**config.mk**
```make
export PLATFORM = sky130hd
export DESIGN_NAME = elevator_request_scheduler
export DESIGN_NICKNAME = d
export VERILOG_FILES = /design/src/rtl/elevator_request_scheduler.sv
export SDC_FILE = /design/constraint.sdc
export NUM_CORES = 1
export LEC_CHECK = 0
export CORE_MARGIN = 2
export CORE_UTILIZATION = 45
export CTS_CLUSTER_SIZE = 28
export DETAILED_ROUTE_END_ITERATION = 10
export DONT_BUFFER_PORTS = 1
export GPL_TIMING_DRIVEN = 0
export PLACE_DENSITY_LB_ADDON = 0.3
export SLEW_MARGIN = 20
export SYNTH_ARGS = -nofsm -noshare
export SYNTH_HDL_FRONTEND = slang
export SYNTH_SLANG_ARGS = --single-unit
export TNS_END_PERCENT = 50
```
**constraint.sdc**
```tcl
create_clock -name clk -period 2.8 [get_ports clk]
set_input_delay 0.56 -clock clk [delete_from_list [all_inputs] [get_ports clk]]
set_output_delay 0.56 -clock clk [all_outputs]
set_load 0.03 [all_outputs]
```
**src/rtl/elevator_request_scheduler.sv**
```systemverilog
// LOOK-style request scheduler for a four-floor car: latches car/hall calls,
// picks direction, times floor-to-floor travel and door dwell.
module elevator_request_scheduler #(
  parameter int TRAVEL_CYCLES = 8,
  parameter int DOOR_CYCLES   = 6
) (
  input  logic       clk,
  input  logic       rst,
  input  logic [3:0] floor_sel_in,
  input  logic       up_gnd_in,
  input  logic       up_one_in,
  input  logic       up_two_in,
  input  logic       down_one_in,
  input  logic       down_two_in,
  input  logic       down_three_in,
  input  logic       door_hold_in,
  output logic       out_gnd,
  output logic       out_one,
  output logic       out_two,
  output logic       out_three,
  output logic [1:0] cur_floor,
  output logic       move_up,
  output logic       move_down,
  output logic       door_open,
  output logic       dir_up,
  output logic [3:0] pending_out
);

  typedef enum logic [1:0] {
    S_IDLE      = 2'd0,
    S_MOVING    = 2'd1,
    S_DOOR_OPEN = 2'd2
  } state_e;

  localparam int CNT_W = 16;
  localparam logic [CNT_W-1:0] TRAVEL_LOAD = CNT_W'(TRAVEL_CYCLES - 1);
  localparam logic [CNT_W-1:0] DOOR_LOAD   = CNT_W'(DOOR_CYCLES - 1);

  state_e           state_q, state_d;
  logic [1:0]       cur_floor_q, cur_floor_d;
  logic             dir_up_q, dir_up_d;
  logic [CNT_W-1:0] cnt_q, cnt_d;
  logic [3:0]       car_q, car_d, up_q, up_d, dn_q, dn_d;

  logic [3:0] up_in, dn_in, pend, clr_mask, ind;
  logic [1:0] next_floor, clr_floor;
  logic       clr_en, here_in;

  // Hall vectors padded to four floors; the missing calls stay zero forever.
  assign up_in      = {1'b0, up_two_in, up_one_in, up_gnd_in};
  assign dn_in      = {down_three_in, down_two_in, down_one_in, 1'b0};
  assign pend       = car_q | up_q | dn_q;
  assign here_in    = floor_sel_in[cur_floor_q] | up_in[cur_floor_q] | dn_in[cur_floor_q];
  assign next_floor = dir_up_q ? cur_floor_q + 2'd1 : cur_floor_q - 2'd1;

  function automatic logic req_beyond(input logic [3:0] p, input logic [1:0] f,
                                      input logic up);
    logic r;
    r = 1'b0;
    for (int i = 0; i < 4; i++) begin
      if (up ? (i > int'(f)) : (i < int'(f))) r = r | p[i];
    end
    return r;
  endfunction

  always_comb begin
    state_d     = state_q;
    cur_floor_d = cur_floor_q;
    dir_up_d    = dir_up_q;
    cnt_d       = cnt_q;
    clr_en      = 1'b0;
    clr_floor   = cur_floor_q;
    case (state_q)
      S_IDLE: begin
        if (pend[cur_floor_q]) begin
          state_d = S_DOOR_OPEN;
          cnt_d   = DOOR_LOAD;
          clr_en  = 1'b1;
        end else if (req_beyond(pend, cur_floor_q, dir_up_q)) begin
          state_d = S_MOVING;
          cnt_d   = TRAVEL_LOAD;
        end else if (req_beyond(pend, cur_floor_q, !dir_up_q)) begin
          dir_up_d = ~dir_up_q;
          state_d  = S_MOVING;
          cnt_d    = TRAVEL_LOAD;
        end
      end
      S_MOVING: begin
        if (cnt_q == '0) begin
          cur_floor_d = next_floor;
          if (pend[next_floor]) begin
            state_d   = S_DOOR_OPEN;
            cnt_d     = DOOR_LOAD;
            clr_en    = 1'b1;
            clr_floor = next_floor;
          end else if (req_beyond(pend, next_floor, dir_up_q)) begin
            cnt_d = TRAVEL_LOAD;
          end else begin
            state_d = S_IDLE;
          end
        end else begin
          cnt_d = cnt_q - CNT_W'(1);
        end
      end
      S_DOOR_OPEN: begin
        // Calls for the floor we are standing at are served by the open door.
        clr_en = 1'b1;
        if (door_hold_in || here_in) begin
          cnt_d = DOOR_LOAD;
        end else if (cnt_q == '0) begin
          state_d = S_IDLE;
        end else begin
          cnt_d = cnt_q - CNT_W'(1);
        end
      end
      default: state_d = S_IDLE;
    endcase
  end

  for (genvar gi = 0; gi < 4; gi++) begin : g_floor
    assign clr_mask[gi] = clr_en && (clr_floor == 2'(gi));
    assign car_d[gi]    = (car_q[gi] | floor_sel_in[gi]) & ~clr_mask[gi];
    assign up_d[gi]     = (up_q[gi] | up_in[gi]) & ~clr_mask[gi];
    assign dn_d[gi]     = (dn_q[gi] | dn_in[gi]) & ~clr_mask[gi];
    assign ind[gi]      = (cur_floor_q == 2'(gi));
  end

  always_ff @(posedge clk) begin
    if (rst) begin
      state_q     <= S_IDLE;
      cur_floor_q <= 2'd0;
      dir_up_q    <= 1'b1;
      cnt_q       <= '0;
      car_q       <= 4'b0000;
      up_q        <= 4'b0000;
      dn_q        <= 4'b0000;
    end else begin
      state_q     <= state_d;
      cur_floor_q <= cur_floor_d;
      dir_up_q    <= dir_up_d;
      cnt_q       <= cnt_d;
      car_q       <= car_d;
      up_q        <= up_d;
      dn_q        <= dn_d;
    end
  end

  assign out_gnd     = ind[0];
  assign out_one     = ind[1];
  assign out_two     = ind[2];
  assign out_three   = ind[3];
  assign cur_floor   = cur_floor_q;
  assign move_up     = (state_q == S_MOVING) && dir_up_q;
  assign move_down   = (state_q == S_MOVING) && !dir_up_q;
  assign door_open   = (state_q == S_DOOR_OPEN);
  assign dir_up      = dir_up_q;
  assign pending_out = pend;

endmodule

```
### After elaboration in Yosys (flattened, before gate mapping)

Index checks and enable logic that the tools add are counted.

| storage, ports and cells | value |
|---|---|
| register bits after elaboration | 33 |
| output and inout bits | 14 |
| word-level logic and storage cells | 190 |

| operators by class | value |
|---|---|
| equality and inequality tests | 15 |
| muxes and demuxes | 92 |
| bitwise operators | 42 |
| reductions and logical operators | 17 |
| $add $sub $neg | 3 |
| magnitude comparators | 14 |

Operators by type and width:

| cell | number |
|---|---|
| two-way mux 16 bit | 8 |
| two-way mux 1 bit | 64 |
| one-hot mux 16 bit (3 select lines) | 1 |
| two-way mux 2 bit | 12 |
| OR 1 bit | 21 |
| logical NOT 16 bit | 1 |
| subtractor 16 x 1 -> 16 bit (second input constant) | 1 |
| bitwise AND 1 bit | 12 |
| binary-select mux 1 bit (select 2 bit) | 5 |
| equality test 2 bit (second input constant) | 5 |
| > comparator 2 bit (first input constant) | 4 |
| < comparator 1 x 2 -> 1 bit (first input constant) | 4 |
| OR 4 bit | 2 |
| AND reduction 4 bit | 2 |
| inverter 1 bit | 7 |
| equality test 2 x 1 -> 1 bit (second input constant) | 3 |
| logical AND 1 bit | 6 |
| logical NOT 2 bit | 3 |
| < comparator 2 x 3 -> 1 bit (second input constant) | 2 |
| != test 3 bit (second input constant) | 2 |
| one-hot mux 2 bit (3 select lines) | 1 |
| AND reduction 5 bit | 1 |
| > comparator 1 x 2 -> 1 bit (first input constant) | 2 |
| < comparator 2 bit (first input constant) | 2 |
| 11 further kinds | 12 |

### Longest topological paths before layout

Gate-level depths: netlist of the first run.

| depth | value |
|---|---|
| depth in word-level cells | 40 |
| mapped depth | 9 |
| gate-level depth less buffers | 8 |

### Worst setup path after synthesis of the first run

No wires, ideal clock.

| timing path | value |
|---|---|
| path kind | reg-to-reg |
| from | reg cur_floor_q[1], in the netlist cur_floor[1] |
| to | reg car_q[0] |
| stages on the path, launching flop included | 9 |
| data required time | 2,666 ps |
| period minus slack after synthesis | 3,101 ps |
| data arrival time | 2,967 ps |
| slack | -301 ps |
| path buffers | 0 |
| path through | dfxtp_1 -> inv_1 -> ha_1 -> xnor2_1 -> mux4_2 -> nand4_1 -> mux2_2 -> nor3_1 -> nor3_1 |

| between the ends | value |
|---|---|
| longest elaborated chain between the ends | 11 |
| elaborated cells between the ends (all ways) | 18 |
| classes of those cells | 2 x add/sub; 12 x mux; 2 x bitwise; 2 x reduce/logical |

RTL lines:

| what | RTL line | text |
|---|---|---|
| start, declared | 40 | `logic [1:0] cur_floor_q, cur_floor_d;` |
| start signal, assigned | 139 | `cur_floor_q <= cur_floor_d;` |
| subtractor 2 x 1 -> 2 bit / adder 2 x 1 -> 2 bit (equally long branches) | 54 | `assign next_floor = dir_up_q ? cur_floor_q + 2'd1 : cur_floor_q - 2'd1;` |
| two-way mux 2 bit | 54 |  |
| binary-select mux 1 bit (select 2 bit) | 91 | `if (pend[next_floor]) begin` |
| two-way mux 1 bit (not written as such) | 91 |  |
| two-way mux 2 bit | 91 |  |
| two-way mux 2 bit | 89 | `if (cnt_q == '0) begin` |
| two-way mux 2 bit | 73 | `case (state_q)` |
| logical NOT 2 bit | 121 | `assign clr_mask[gi] = clr_en && (clr_floor == 2'(gi));` |
| logical AND 1 bit * | 121 |  |
| inverter 1 bit * | 122 | `assign car_d[gi] = (car_q[gi] \| floor_sel_in[gi]) & ~clr_mask[gi];` |
| bitwise AND 1 bit * | 122 |  |
| end signal, assigned | 142 | `car_q <= car_d;` |
| end, declared | 43 | `logic [3:0] car_q, car_d, up_q, up_d, dn_q, dn_d;` |

Mark *: on every way between the ends. The rest lies on a longest branch, timed or not. The select of a mux whose other input is x is not followed.
A chain may end at the register's enable or synchronous reset.

### Final worst setup path of the first run

| timing path | value |
|---|---|
| from | reg cur_floor_q[1], in the netlist cur_floor[1] |
| to | reg cnt_q[10] |

| between the ends | value |
|---|---|
| longest elaborated chain between the ends | 25 |
| elaborated cells between the ends (all ways) | 103 |
| classes of those cells | 2 x add/sub; 12 x order compare; 3 x eq/ne; 73 x mux; 11 x bitwise; 2 x reduce/logical |

RTL lines:

| what | RTL line | text |
|---|---|---|
| subtractor 2 x 1 -> 2 bit / adder 2 x 1 -> 2 bit (equally long branches) | 54 |  |
| two-way mux 2 bit | 54 |  |
| < comparator 1 x 2 -> 1 bit | 61 | `if (up ? (i > int'(f)) : (i < int'(f))) r = r \| p[i];` |
| two-way mux 1 bit (2 in series) | 61 |  |
| two-way mux 1 bit | 91 |  |
| two-way mux 1 bit | 89 |  |
| two-way mux 1 bit | 73 |  |
| OR 1 bit | 61 |  |
| [... 8 more ...] | - |  |
| two-way mux 1 bit | 73 |  |
| OR 1 bit | 61 |  |
| two-way mux 1 bit | 61 |  |
| two-way mux 1 bit | 91 |  |
| two-way mux 1 bit | 89 |  |
| two-way mux 1 bit | 73 |  |
| != test 4 x 3 -> 1 bit (no source line) | - |  |
| AND reduction 4 bit (no source line) | - |  |
| end signal, assigned | 141 | `cnt_q <= cnt_d;` |
| end, declared | 42 | `logic [CNT_W-1:0] cnt_q, cnt_d;` |

Several ways; a longest one is shown, not always the timed one. The select of a mux whose other input is x is not followed.

==> results of run 1 <==
flip-flops by register name (all words and copies together) (netlist names):
name,cells
up_q,4
dir_up,1
cur_floor,2
cnt_q,16
dn_q,4
state_q,2
car_q,4
Yosys cell counts, types with 2 or more instances:
cell type / count
a211oi_1: 7
a21o_1: 2
a21oi_1: 9
a32o_1: 8
and3_1: 3
buf_2: 2
clkbuf_1: 7
dfxtp_1: 33
ha_1: 12
inv_1: 18
mux2_2: 2
mux2i_1: 4
mux4_2: 2
nand2_1: 7
nand3_1: 5
nand4_1: 3
nor2_1: 33
nor2b_1: 3
nor3_1: 28
nor3b_1: 3
nor4_1: 5
nor4b_1: 2
o211a_1: 2
o211ai_1: 9
o21ai_0: 3
o221ai_1: 2
o31ai_1: 2
o32ai_1: 2
o32ai_2: 2
or2_2: 3
or3_1: 3
or4_1: 3
xnor2_1: 2
repair_timing:
action / CTS / global route
gates resized for setup: 15 / 33
gates cloned: 0 / 1
setup buffers: 3 / 7
hold endpoints to repair: 0 / 0
endpoints found under the setup margin: 26 / 27
pin swaps: 1 / 12
how the worst min path moves through the flow:
stage                          startpoint       end  cells past startpoint
after CTS                 floor_sel_in[2]  car_q[2]                      2
after detailed placement         cnt_q[4]  cnt_q[4]                      2
after global placement           cnt_q[4]  cnt_q[4]                      2
final                     floor_sel_in[0]  car_q[0]                      2
after global routing          down_one_in   dn_q[1]                      2
after floorplan                  cnt_q[4]  cnt_q[4]                      2
where the power goes:
group	internal, µW	leakage (µW)	total (µW)	switching (µW)
combinational	536	0.000692	1340	801
clock	290	0.0000585	474	184
sequential	539	0.000272	624	84.6
total	1360	0.00102	2430	1070
logic make-up after synthesis:
| kind of cell | count (synthesis) | synth area share, % |
|---|---|---|
| buffers and inverters | 28 | 4.93 |
| and+or+nand+nor | 112 | 28.6 |
| xor gates and xnor gates | 2 | 0.803 |
| muxes | 9 | 6.14 |
| AOI/OAI and AO/OA | 60 | 22.4 |
| DFF | 33 | 30.3 |
| adders and majority gates | 12 | 6.88 |
layer usage:
metal	vias up	part of all wire [%]	GRT usage (%)
met2	75	51	39.0
met1	1046	40	28.8
met5	-	0	0
li1	1011	-	-
met4	0	2.0	7.68
met3	15	6.7	5.35
cell type report:
cell class | instances | area (µm²) | share of cell area [%]
buffer | 9 | 43.8 | 1.62
clock buffer | 7 | 86.3 | 3.19
clock inverter | 1 | 30.0 | 1.11
tap | 54 | 67.6 | 2.50
multi-input combinational | 195 | 1660 | 61.4
inverter | 19 | 75.1 | 2.77
timing repair buffer | 11 | 73.8 | 2.73
sequential | 33 | 668 | 24.7
per-stage QoR:
| step | setup slack, ns | total power, µW | std cells |
|---|---|---|---|
| 4_1_cts | 0.00417 | 2240 | 321 |
| 3_3_place_gp | -0.340 | 1710 | 310 |
| 2_1_floorplan | 0.0661 | 1520 | 256 |
| 6_report | 0.0263 | 2430 | 329 |
| 5_1_grt | -0.0866 | 2580 | 329 |
| 3_5_place_dp | -0.371 | 1730 | 310 |
==> results.ini, run 1 <==
[status]
status=complete, no violations

[floorplanning]
chipWidth_um=73.6
start_util_pct=46.5
num_rows=25
die_height_um=73.6
core_um2=4690
die_area_um2=5420
design.portCount=27

[hold_path]
min_path_type=input port to flip-flop

[timing]
rsz0062_at_grt=true
report.final.hold_viol_count=0
fin_setup_tns_ns=0
max_freq_mhz=361
period_share_pct=99.1
fin_skew_ns=0.00380
slew_headroom_pct=50.9
tightest_slew_ns=0.732
fin_crit_ns=2.77
setup_violations=0
slew_violations=0
holdWs_ns=0.440

[clock_network]
clkLatencyLatePin_ns=0.29
cts_buffers=5
path_clk_slew_ns=0.07
ctsHoldBuffers=0
tritoncts=built
cts_sinks=33
cts_buffer_depth=2
root_buffer=clkbuf_8
htree_levels=2

[synth]
netlist.top_cell.by_area=dfxtp_1
yosysWarnings=0
synth_nets=281
synth-seq-cells=33
synth_top_area_share_pct=30.3
ys_seq_area_share_pct=30.3
syn_area_per_cell_um2=8.52
ys_types=58
synth_top_flop_cell=dfxtp_1
synthTopCellsByArea=dfxtp_1 (30%), ha_1 (6.9%), nor3_1 (6.4%), nor2_1 (5.7%), a32o_1 (3.7%)
syn_inst=256
synthArstFlopShare_pct=0
netlist_area_um2=2180
synth-edff-count=0

[worst_setup_path]
r2r_start=cur_floor[1]
crit_chain=clkinvlp_4 -> buf_4 -> ha_2 -> nand2b_1 -> o221ai_4 -> nor4_4 -> a211o_4 -> or4_4 -> a221oi_2
path_max_fanout=8
crit_end=cnt_q[10]
r2r_end=cnt_q[10]
ff2ff_setup_slack_ns=0.03
crit_path_start_kind=flip-flop
critPathKind=flip-flop to flip-flop
cp.required_ns=3.01
cp_top_family=simple AND/OR/NAND/NOR gates
critical_path_depth=9
setup.worst_path.end_class=flip-flop
path_buf_inv=2
critPathLaunch=cur_floor[1]
arrival_ns=2.98
cpMaxStageDelayCell=or4_4
critical_path.max_stage_delay_ns=0.56
reg2reg_depth=9

[routing]
ant_nets=0
drtPass1Iterations=4
num_vias=2147
drtIter0Drc=148
viasPerCell=6.53
wirelength_mm=6.31
wire_per_inst_um=19.2
drc=0

[layout]
final_util_pct=57.7
area_growth_pct=24.0
fillers=405
mostFrequentLayoutCells=dfxtp_1 (31), nor2_1 (30), nor3_1 (19)
nets=299
final_common_cell=dfxtp_1
finalInstanceArea_um2=2710
drive_gt1_share_pct=25.8
antenna_cells=0

[placed_design]
portBuffers=0
place_congestion=0.866
placed_cell_area_um2=2260
hpwl_mm=4.13

[power]
power_density_nw_per_um2=899
power_leakage_uw=0.00102
irDropWorstVdd_mv=0.646

[global_routing]
grtUsageTotal_pct=23.1
grt_max_degree=11
grt_pass1_wl_mm=9.64
grt_remaining_overflow=0
first_global_vias=2015
antenna_found_initial=0

[run]
drv_cap=0

No activity file was read; power rests on OpenSTA's default activity.
==> run 2: changes to the inputs <==
--- a/config.mk
+++ b/config.mk
@@ -5,8 +5,9 @@
 export SDC_FILE = /design/constraint.sdc
 export NUM_CORES = 1
 export LEC_CHECK = 0
-export CORE_MARGIN = 2
+export CORE_MARGIN = 1
 export CORE_UTILIZATION = 45
+export CTS_CLUSTER_DIAMETER = 200
 export CTS_CLUSTER_SIZE = 28
 export DETAILED_ROUTE_END_ITERATION = 10
 export DONT_BUFFER_PORTS = 1
==> results.ini, run 2 (same netlist as run 1, synthesis figures left out) <==
[clock_network]
path_clk_slew_ns=0.07  ; about the same
cts_sinks=33  ; unchanged
cts_buffers=5  ; unchanged
root_buffer=clkbuf_8
cts_buffer_depth=2  ; unchanged
tritoncts=built
htree_levels=2  ; unchanged
clkLatencyLatePin_ns=0.30  ; about the same
ctsHoldBuffers=0  ; unchanged

[timing]
period_share_pct=99.3  ; +0.19 points
fin_skew_ns=0.00401  ; +0.000209 ns
report.final.hold_viol_count=0  ; unchanged
tightest_slew_ns=0.615  ; -0.117 ns
max_freq_mhz=360  ; -0.19%
slew_headroom_pct=59.0  ; +8.1 points
setup_violations=0  ; unchanged
slew_violations=0  ; unchanged
fin_crit_ns=2.78  ; +0.00539 ns
fin_ws_ns=0.0209  ; -0.00539 ns
rsz0062_at_grt=true

[worst_setup_path]
reg2reg_depth=8  ; -1
path_buf_inv=3  ; +1
critical_path_depth=8  ; -1
crit_top_cell=buf_4
cpMaxStageDelayCell=or4_4
r2r_end=cnt_q[10]
crit_chain=clkinvlp_4 -> buf_4 -> buf_4 -> mux4_2 -> nor3b_4 -> a211o_4 -> or4_4 -> a221oi_2
critical_path.max_stage_delay_ns=0.56  ; about the same
ff2ff_setup_slack_ns=0.02  ; about the same
critPathLaunch=cur_floor[1]
setup.worst_path.end_class=flip-flop
cp_top_family=simple AND/OR/NAND/NOR gates
r2r_start=cur_floor[1]
crit_end=cnt_q[10]
crit_path_start_kind=flip-flop
arrival_ns=2.99  ; about the same
critPathKind=flip-flop to flip-flop
path_max_fanout=8  ; unchanged
cp.required_ns=3.01  ; about the same

[hold_path]
min_path_type=input port to flip-flop
hold_start=down_one_in

[routing]
drtIter0Drc=256  ; +73%
viasPerCell=6.60  ; +1.1%
drc=0  ; unchanged
drtPass1Iterations=5  ; +1
num_vias=2171  ; +1.1%
wirelength_mm=6.21  ; -1.5%
ant_nets=0  ; unchanged
wire_per_inst_um=18.9  ; -1.5%

[layout]
area_growth_pct=22.6
antenna_cells=0  ; unchanged
drive_gt1_share_pct=25.6  ; -0.19 points
largest_reg_flops=16  ; unchanged
regMostFlops=cnt_q
multi_input_area_um2=1620  ; -2.4%
regArea_um2=668  ; unchanged
final_common_cell=nor2_1
finalInstanceArea_um2=2680  ; -1.1%
final_util_pct=59.4  ; +1.7 points
mostFrequentLayoutCells=nor2_1 (32), dfxtp_1 (31), nor3_1 (20)
nets=301  ; +0.67%
fillers=393  ; -3.0%

[placed_design]
post-place-ws_ns=-0.351  ; +0.0203 ns
placed_cell_area_um2=2260  ; -0.11%
hpwl_mm=4.17  ; +0.78%
place_congestion=0.846  ; -2.4%
portBuffers=0  ; unchanged

[global_routing]
grt_max_degree=13  ; +2
antenna_found_initial=0  ; unchanged
grtUsageTotal_pct=25.3  ; +2.2 points
grt_pass1_wl_mm=9.96  ; +3.4%
first_global_vias=2123  ; +5.4%
grt_remaining_overflow=0  ; unchanged

[power]
p_switching_uw=1080  ; +0.98%
irDropWorstVdd_mv=0.551  ; -15%
power_density_nw_per_um2=902  ; +0.24%
p_sw_share_pct=44.8  ; +0.82 points
clkPwrFrac_pct=19.1  ; -0.4 points
pwr-share-seq_pct=25.7  ; about the same
combinationalPowerShare_pct=55.2  ; +0.3 points
power_leakage_uw=0.00102  ; -0.30%
p_int_uw=1330  ; -2.3%

[run]
drv_cap=0  ; unchanged

[status]
status=complete, no violations

[floorplanning]
start_util_pct=48.4  ; +1.9 points
design.portCount=27  ; unchanged
die_height_um=71.6  ; -2.7%
num_rows=24  ; -4.0%
die_area_um2=5130  ; -5.4%
core_um2=4500  ; -4.0%
chipWidth_um=71.6  ; -2.7%

## run 2: through the flow
step | hold slack [ns] | std cells | power [µW] | setup TNS, ns
final | 0.429 | 329 | 2410 | 0
after detailed placement | 0.457 | 308 | 1730 | -5.10
after CTS | 0.420 | 320 | 2240 | -0.0132
after global routing | 0.422 | 329 | 2570 | -0.799
after global placement | 0.458 | 308 | 1700 | -4.82
after floorplan | 0.438 | 256 | 1520 | 0
## run 2: what timing repair did
action | CTS | global route
endpoints found under the setup margin | 26 | 26
setup buffers | 4 | 8
pin swaps | 1 | 12
cloned | 0 | 1
resized for setup | 15 | 27
## run 2: worst min path at each step
stage | endpoint | cells after the start | slack (ns)
after floorplan | cnt_q[4] | 2 | 0.44
after global placement | cnt_q[4] | 2 | 0.46
after detailed placement | cnt_q[4] | 2 | 0.46
after CTS | dn_q[1] | 2 | 0.42
after global routing | up_q[2] | 2 | 0.42
final | dn_q[1] | 2 | 0.43
## run 2: final cells by class
type,count,share of cell area [%]
Clock buffer,5,2.57
Tap cell,52,2.43
Timing Repair Buffer,13,3.27
Clock inverter,3,1.73
Inverter,19,2.81
Sequential cell,33,25.0
Multi-Input combinational cell,195,60.6
Buffer,9,1.64
## run 2: worst register-to-register path: stages (launching register included)
cell,delay (ns)
dfxtp_4,0.48
clkinvlp_4,0.19
buf_4,0.17
buf_4,0.12
mux4_2,0.33
nor3b_4,0.20
a211o_4,0.37
or4_4,0.57
a221oi_2,0.27
## run 2: layer usage
layer	vias to the layer above	global-route usage, %	wire length [µm]
met1	1019	30.7	2500
met4	0	12.0	161
met5	-	0	0
met2	123	40.6	2970
li1	1012	-	-
met3	17	8.44	580
## run 2: power by group through the flow
stage	Sequential, µW	Combinational, µW	Clock [µW]
after floorplan	603	914	0
after detailed placement	621	1110	0
after global placement	619	1080	0
after CTS	614	1160	470
after global routing	632	1440	497
final	621	1330	460
==> run 3: changes to the inputs <==
--- a/config.mk
+++ b/config.mk
@@ -12,7 +12,7 @@
 export DETAILED_ROUTE_END_ITERATION = 10
 export DONT_BUFFER_PORTS = 1
 export GPL_TIMING_DRIVEN = 0
-export PLACE_DENSITY_LB_ADDON = 0.3
+export HOLD_SLACK_MARGIN = 0.15
 export SLEW_MARGIN = 20
 export SYNTH_ARGS = -nofsm -noshare
 export SYNTH_HDL_FRONTEND = slang
==> constraint.sdc (replaced) <==
create_clock -name clk -period 2.8 [get_ports clk]
set_input_delay 0.28 -clock clk [delete_from_list [all_inputs] [get_ports clk]]
set_output_delay 0.28 -clock clk [all_outputs]
set_load 0.03 [all_outputs]
==> results.ini, run 3 (same netlist as run 1, synthesis figures left out) <==
[layout]
antenna_cells=0  ; unchanged
regArea_um2=668  ; unchanged
mostFrequentLayoutCells=nor2_1 (32), dfxtp_1 (31), nor3_1 (20)
largest_reg_flops=16  ; unchanged
multi_input_area_um2=1630  ; +0.46%
drive_gt1_share_pct=24.4  ; -1.3 points
regMostFlops=cnt_q
area_growth_pct=23.8
nets=303  ; +0.66%
final_common_cell=nor2_1
fillers=402  ; +2.3%

[placed_design]
post-place-ws_ns=-0.346  ; +0.00448 ns
place_congestion=0.810  ; -4.3%
portBuffers=0  ; unchanged
hpwl_mm=4.29  ; +2.9%

[routing]
wirelength_mm=6.23  ; +0.31%
ant_nets=0  ; unchanged
drtIter0Drc=193  ; -25%
drtPass1Iterations=4  ; -1
wire_per_inst_um=18.8  ; -0.30%
num_vias=2138  ; -1.5%
viasPerCell=6.46  ; -2.1%
drc=0  ; unchanged

[global_routing]
grt_pass1_wl_mm=10.2  ; +2.4%
global_route.usage.met1_pct=31.5  ; +0.86 points
grtUsageTotal_pct=25.8  ; +0.54 points
antenna_found_initial=0  ; unchanged
grt_remaining_overflow=0  ; unchanged
grt_busiest_layer=met2
first_global_vias=2060  ; -3.0%
grt_use_met3_pct=7.45  ; -0.98 points
grt_max_degree=11  ; -2
use_met2_pct=43.5  ; +2.9 points

[timing]
setup_violations=0  ; unchanged
report.final.hold_viol_count=0  ; unchanged
slew_headroom_pct=48.8  ; -10 points
rsz0062_at_grt=true
slew_violations=0  ; unchanged
fin_crit_ns=2.79  ; +0.00926 ns
max_freq_mhz=359  ; -0.33%
fin_setup_tns_ns=0  ; unchanged
tightest_slew_ns=0.763  ; +0.148 ns
fin_ws_ns=0.0117  ; -0.00926 ns
period_share_pct=99.6  ; +0.33 points
fin_skew_ns=0.00826  ; +0.00425 ns

[worst_setup_path]
crit_path_start_kind=flip-flop
critPathKind=flip-flop to flip-flop
cp.required_ns=3.01  ; about the same
arrival_ns=3.00  ; about the same
reg2reg_depth=9  ; +1
path_max_fanout=8  ; unchanged
setup.worst_path.end_class=flip-flop

[power]
power_leakage_uw=0.00103  ; +1.3%
power_density_nw_per_um2=857  ; -4.9%
irDropWorstVdd_mv=0.439  ; -20%

[floorplanning]
core_um2=4500  ; unchanged
design.portCount=27  ; unchanged
chipWidth_um=71.6  ; unchanged
start_util_pct=48.4  ; unchanged
num_rows=24  ; unchanged
die_area_um2=5130  ; unchanged
die_height_um=71.6  ; unchanged

[clock_network]
path_clk_slew_ns=0.07  ; about the same
tritoncts=built
clkLatencyLatePin_ns=0.30  ; about the same
cts_buffers=5  ; unchanged
root_buffer=clkbuf_8
cts_buffer_depth=2  ; unchanged
htree_levels=2  ; unchanged
cts_sinks=33  ; unchanged

[hold_path]
min_path_type=input port to flip-flop
hold_depth=2  ; unchanged

[status]
status=complete, no violations

[run]
drv_cap=0  ; unchanged

[run 3: worst max-delay path, stage by stage (launching register included)]
cell and delay [ns]:
dfxtp_4 0.47, clkinvlp_4 0.19, buf_4 0.17, ha_4 0.19, nand2b_1 0.18, o221ai_4 0.24, nor4_4 0.08, a211o_4 0.31
or4_4 0.59, a221oi_2 0.27
[run 3: path summary, 6_finish.rpt]
path                   start  slack, ns        end
max             cur_floor[1]       0.01  cnt_q[10]
min          floor_sel_in[2]       0.16   car_q[2]
max reg2reg     cur_floor[1]       0.01  cnt_q[10]
min reg2reg        cnt_q[12]       0.49  cnt_q[12]
[run 3: final cells by class]
type / count / share of cell area, %
inverter: 19 / 2.78
tap: 52 / 2.41
buffer: 9 / 1.76
clock buffer: 8 / 3.33
timing repair buffer: 15 / 4.68
multi-input combinational: 195 / 60.3
sequential: 33 / 24.7
[run 3: power breakdown]
group	switching (µW)	internal (µW)
combinational	784	532
clock	180	200
sequential	80.1	539
[run 3: metrics by stage]
step	instance area, µm²	hold slack, ns	total power, µW	utilization, %	cells
final	2700	0.156	2320	60.0	331
after global routing	2700	0.158	2480	60.0	331
after detailed placement	2260	0.459	1730	50.2	308
after global placement	2260	0.456	1720	50.2	308
after floorplan	2200	0.438	1520	-	256
after CTS	2490	0.152	2160	55.3	322
[run 3: per-layer routing]
| layer | part of all wire (%) | up-vias |
|---|---|---|
| met3 | 6.9 | 10 |
| met5 | 0 | - |
| met1 | 42 | 1027 |
| met2 | 49 | 84 |
| li1 | - | 1017 |
| met4 | 1.6 | 0 |
[run 3: what timing repair did]
item,in CTS,in global routing
endpoints found under the setup margin,27,29
gates resized for setup,20,20
pin swaps,2,3
hold buffers,0,1
endpoints found under the hold margin,0,1
gates cloned,0,1
setup buffers,6,7
